**config.mk**
```make
export PLATFORM = sky130hd
export DESIGN_NAME = y_arith
export DESIGN_NICKNAME = d
export VERILOG_FILES = /design/src/rtl/y_arith.sv
export SDC_FILE = /design/constraint.sdc
export NUM_CORES = 1
export LEC_CHECK = 0
export ABC_AREA = 1
export BUFFER_PORTS_ARGS = -buffer_cell sky130_fd_sc_hd__clkbuf_2
export CAP_MARGIN = 20
export CORE_AREA = 2 2 85 87
export DETAILED_ROUTE_END_ITERATION = 7
export DIE_AREA = 0 0 87 89
export GPL_ROUTABILITY_DRIVEN = 0
export GPL_TIMING_DRIVEN = 0
export PLACE_DENSITY = 0.68
export SLEW_MARGIN = 20
export SYNTH_ARGS = -nofsm -noshare
export SYNTH_HDL_FRONTEND = slang
export SYNTH_SLANG_ARGS = --single-unit
```
**constraint.sdc**
```tcl
create_clock -name clk -period 15.56 [get_ports clk]
set_input_delay 0 -clock clk [delete_from_list [all_inputs] [get_ports clk]]
set_output_delay 0 -clock clk [all_outputs]
set_load 0.01 [all_outputs]
```
**src/rtl/y_arith.sv**
```systemverilog
// 32-bit ripple-carry adder/subtractor with combinational result/carry/overflow
// and a registered copy of the result and status flags.
module y_arith #(
    parameter int WIDTH = 32
) (
    input  logic             clk,
    input  logic             rst_n,
    input  logic [WIDTH-1:0] a,
    input  logic [WIDTH-1:0] b,
    input  logic             cin,
    input  logic             in_valid,
    output logic [WIDTH-1:0] z,
    output logic             cout,
    output logic             ovf,
    output logic [WIDTH-1:0] z_q,
    output logic             cout_q,
    output logic             ovf_q,
    output logic             zero_q,
    output logic             neg_q,
    output logic             out_valid
);

    logic [WIDTH-1:0] bb;
    logic [WIDTH-1:0] sum;
    logic             carry;
    logic             c_msb;
    logic             c_top;

    // cin doubles as the subtract select: a - b = a + ~b + 1.
    always_comb begin
        bb    = '0;
        sum   = '0;
        carry = cin;
        c_msb = 1'b0;
        for (int i = 0; i < WIDTH; i++) begin
            bb[i] = cin ? ~b[i] : b[i];
            if (i == WIDTH - 1) begin
                c_msb = carry;
            end
            sum[i] = a[i] ^ bb[i] ^ carry;
            carry  = (a[i] & bb[i]) | (carry & (a[i] ^ bb[i]));
        end
        c_top = carry;
    end

    assign z    = sum;
    assign cout = c_top;
    assign ovf  = c_msb ^ c_top;

    logic zero_d;
    logic neg_d;

    assign zero_d = (sum == '0);
    assign neg_d  = sum[WIDTH-1];

    // in_valid qualifies capture of a/b/cin; out_valid marks the registered
    // copy as fresh for exactly one cycle. There is no backpressure.
    always_ff @(posedge clk or negedge rst_n) begin
        if (!rst_n) begin
            z_q       <= '0;
            cout_q    <= 1'b0;
            ovf_q     <= 1'b0;
            zero_q    <= 1'b0;
            neg_q     <= 1'b0;
            out_valid <= 1'b0;
        end else begin
            out_valid <= in_valid;
            if (in_valid) begin
                z_q    <= sum;
                cout_q <= c_top;
                ovf_q  <= c_msb ^ c_top;
                zero_q <= zero_d;
                neg_q  <= neg_d;
            end
        end
    end

endmodule

```
# == Word-level counts from Yosys, hierarchy flattened ==
# Index checks and enable logic that the tools add are counted.
# classes
muxes,32
bitwise_logic,193
n_reduce_logical,1
# op_table
operator,count
1-bit bitwise XOR,65
1-bit bitwise AND,64
32-bit zero test,1
1-bit 2-to-1 mux,32
1-bit inverter,32
1-bit OR,32
# word_totals
output_inout_bits,71
input_bits,68
elab_cells,232
ff_bits,37

# == Logic depth before layout (Yosys ltp) ==
# depth
word_depth,68
depth_mapped,44
depth_no_buf,42

# == Least setup slack after synthesis ==
# OpenSTA, ideal clock, no wires.
# synth_path
path_type,in2reg
start,input cin
end,register zero_q
arrival_ps,13232
n_path_buf,2
setup_time_ps,65
path_slack_ps,2263
required_ps,15495
path_stages,44
cell_sequence,buf_2 -> buf_4 -> xnor2_1 -> fa_1 -> fa_1 -> fa_1 -> fa_1 -> fa_1 -> fa_1 -> fa_1 -> fa_1 -> fa_1 -> fa_1 -> fa_1 -> fa_1 -> fa_1 -> fa_1 -> fa_1 -> [8 not listed] -> fa_1 -> fa_1 -> fa_1 -> fa_1 -> inv_1 -> fa_1 -> inv_1 -> fa_1 -> fa_1 -> inv_1 -> fa_1 -> inv_1 -> nand2_1 -> nor2_1 -> nand2_1 -> nor2_1 -> nand3_1 -> nand2_1
# synth_between
elab_chain_len,66
elab_cells_between_ends,190
classes_between,32 x mux; 157 x bitwise; 1 x reduce/logical
# synth_lines
element,line_no,text
from (decl),10,"input logic cin,"
1-bit 2-to-1 mux,36,bb[i] = cin ? ~b[i] : b[i];
1-bit bitwise XOR,41,carry = (a[i] & bb[i]) | (carry & (a[i] ^ bb[i]));
1-bit bitwise AND,41,
1-bit OR,41,
1-bit bitwise AND,41,
1-bit OR,41,
1-bit bitwise AND,41,
1-bit OR,41,
[51 not listed],--,
1-bit OR,41,
1-bit bitwise AND,41,
1-bit OR,41,
1-bit bitwise AND,41,
1-bit OR,41,
1-bit bitwise XOR (*),40,sum[i] = a[i] ^ bb[i] ^ carry;
via neg_d,51,logic neg_d;
32-bit zero test (*),53,assign zero_d = (sum == '0);
to (signal assigned),72,zero_q <= zero_d;
to (decl),18,"output logic zero_q,"
# Mark *: on every way through the listed nets, which the timed path passes. The rest lies on a longest branch.
# A chain may end at the register's enable or synchronous reset.

# == Final worst setup path ==
# Same ends and word-level chain as after synthesis.

==> summary.md <==
| Metric | Value |
|---|---|
| Post-DRT Antenna Nets | `0` |
| Pre-antenna DRT Iters | `4` |
| Drt total wl | `6.951 mm` |
| Number of CTS-inserted buffers | `5` |
| Overall Power | `roughly 0.4 mW` |
| Final Skew | `0 ns` |
| Distinct cells, synth | `19` |
| Leakage | `1.967 nW` |
| Tmin final | `13.85 ns` |
| # diodes | `0` |
| Share of Yosys cell area claimed by the top area cell type | `0.3422` |
| Critical path type | `primary input to flip-flop` |
| Post-Syn Instances | `278` |
| Crit-path slowest cell | `fa_1` |
| #FFs+latches synth | `36` |
| Synth top area cells | `dfrtp_1, fa_1, xnor2_1, inv_1, nand2_1` |
| # rows | `30` |
| DRT iter0 DRCs | `93` |
| PD cells | `~110 nW/µm²` |
| DPL Wire Length | `a little under 6 mm` |
| Worst R2R End | `z_q[8]` |
| Global route overflow | `0` |
| Yosys warning count | `0` |
| CTS sink count | `36` |
| Vias | `approximately 2.2k` |
| Non-Filler Instances | `~510` |
| Ys flop type | `dfrtp_1` |
| Nets | `523` |
| Largest stage delay, worst path | `0.48 ns` |
| Die height | `89 µm` |
| Actual slew at the worst max-slew pin | `0.9016 ns` |
| Clock latency on the worst-skew pair | `between 0.2 and 0.3 ns` |
| Vias per Instance | `4.404` |
| # IOs | `139` |
| Area occupied by multi-input gates | `1384 µm²` |
| Crit path to | `zero_q` |
| Max Transition Viols Final | `0` |
| CP dominant cell by count | `fa_1` |
| Clock-pin slew on the worst setup and hold paths | `0.07 ns` |
| Total GRT Usage | `0.1883` |
| Root buf cell | `clkbuf_8` |
| DRC | `0` |
| Hold violation count in the final report | `0` |
| Synthesized cell area | `2633 µm²` |
| VDD IR max | `~0.043 mV` |
| Pre-CTS setup slack | `1.331 ns` |
| R2R Setup Slk | `14.92 ns` |
| Layout cell share with drive strength beyond 1 | `0.3953` |
| Post-synth EDFFs | `0` |
| Layout area overhead | `34.03%` |
| Critical Path RT | `15.79 ns` |
| Type of element capturing the critical path | `flip-flop` |
| HP Class | `primary input to flip-flop` |
| Post-synthesis average cell area | `~9.5 µm²` |
| H-tree Lvls | `2` |
| Placed instance count | `495` |
| Die area | `7743 µm²` |
| # Post-CTS Setup Buffers | `0` |
| Max Freq | `72.19 MHz` |
| Max_cap viols | `0` |
| Starting Density | `0.3918` |
| R2r startpoint | `z_q[8]` |
| Post-synth ARST share | `1.000` |
| Worst Path Max Fanout | `10` |
| Core footprint | `6719 µm²` |
| Fill count | `657` |
| RSZ-0062 raised after global routing | `false` |
| Sequential share of the synthesized area | `0.3422` |
| Number of global-route vias before repair | `2248` |
| CTS tree | `yes` |
| R2R depth | `2` |
| Seq. cell area | `900.9 µm²` |
| Initial antenna violation count | `0` |
| Most frequent cells in the layout | `clkbuf_2, inv_1, nand2_1, dfrtp_1, fa_1` |
| Setup ws final | `1.708 ns` |
| Worst Setup SP | `cin` |
| CP arrival | `14.08 ns` |
| Commonest non-fill, non-tap cell in the layout | `clkbuf_2` |
| Startpoint types | `primary input` |
| Post-placement cell area | `3418 µm²` |
| Worst-case clock buffer depth | `2` |
| Tcrit/Tclk final | `0.8902` |
| Horiz. Die Dim | `87 µm` |
| First-pass GRT wire length | `11.07 mm` |
| Biggest area consumer among synthesized cells | `dfrtp_1` |
| Setup tns final | `0 ns` |
| Largest net degree at the start of global routing | `37` |
| Avg WL per Cell | `approximately 14 µm` |
| Port Buf Inserts | `around 140` |
| Final Setup Violations | `0` |
| Status | `complete, no violations` |
| Slew headroom | `0.3989` |
| Final Cell Area | `3528 µm²` |
| Net count of the mapped netlist | `377` |
synthesized netlist by cell type, types with 2 or more instances:
cell / number
buf_2: 2
buf_4: 5
buf_6: 5
dfrtp_1: 36
fa_1: 31
inv_1: 63
nand2_1: 56
nand4_1: 2
nor2_1: 9
o21ai_1: 19
o21ai_2: 11
xnor2_1: 30
xor2_1: 3
area by class of cell:
| class | count | share of cell area |
|---|---|---|
| timing repair buffer | 139 | 0.2000 |
| buffer | 13 | 0.03050 |
| tap | 80 | 0.02837 |
| inverter | 64 | 0.06809 |
| clock buffer | 8 | 0.02553 |
| sequential | 36 | 0.2553 |
| multi-input combinational | 165 | 0.3922 |
worst max-delay path: cells and delay by family:
family | cells | cell delay, ns
adders and majority gates | 31 | 12.75
buffers and inverters | 6 | 0.75
and+or+nand+nor | 6 | 0.43
xor gates and xnor gates | 1 | 0.12
where the power goes:
group / leakage [nW] / internal, mW / switching (mW)
Combinational: 1.48 / 0.0881 / 0.114
Clock: 0.0455 / 0.0361 / 0.0325
Sequential: 0.440 / 0.115 / 0.0124
per-layer routing:
metal	vias to the layer above	track usage	part of all wire
met4	0	0.04545	0.0060
li1	1093	-	-
met3	4	0.03324	0.057
met1	1038	0.2439	0.43
met2	89	0.3296	0.50
met5	-	0	0
metrics by stage:
step | utilization | hold WS, ns
global route | 0.5251 | 0.1181
detailed placement | 0.5088 | 0.1764
CTS | 0.5251 | 0.07330
finish | 0.5251 | 0.07466
global placement | 0.5088 | 0.1637
floorplan | - | -0.2956
cells by family after synthesis:
| group | Yosys count | synth area share |
|---|---|---|
| buffers and inverters | 77 | 0.1321 |
| adders and majority gates | 31 | 0.2357 |
| DFF | 36 | 0.3422 |
| muxes | 1 | 0.003802 |
| AOI/OAI and AO/OA | 31 | 0.07462 |
| and+or+nand+nor | 69 | 0.1017 |
| xor gates and xnor gates | 33 | 0.1098 |
registers in the layout, indices dropped and copies added, names as in the netlist:
name,flops
ovf_q,1
cout_q,1
zero_q,1
out_valid,1
z_q,32
how the worst min path moves through the flow:
stage               start  endpoint  slack (ns)  depth (start not counted)
floorplan           rst_n    cout_q       -0.30                          0
global placement    rst_n   z_q[31]        0.16                          1
detailed placement  rst_n   z_q[23]        0.18                          1
CTS                  a[0]    z_q[0]        0.07                          4
global route         a[0]    z_q[0]        0.12                          4
finish               a[0]    z_q[0]        0.07                          4
timing repair:
action | 4_1_cts | 5_1_grt
hold buffers | 2 | 0
gates resized for setup | 0 | 0
hold endpoints to repair | 37 | 0
No activity file was read; power rests on OpenSTA's default activity.
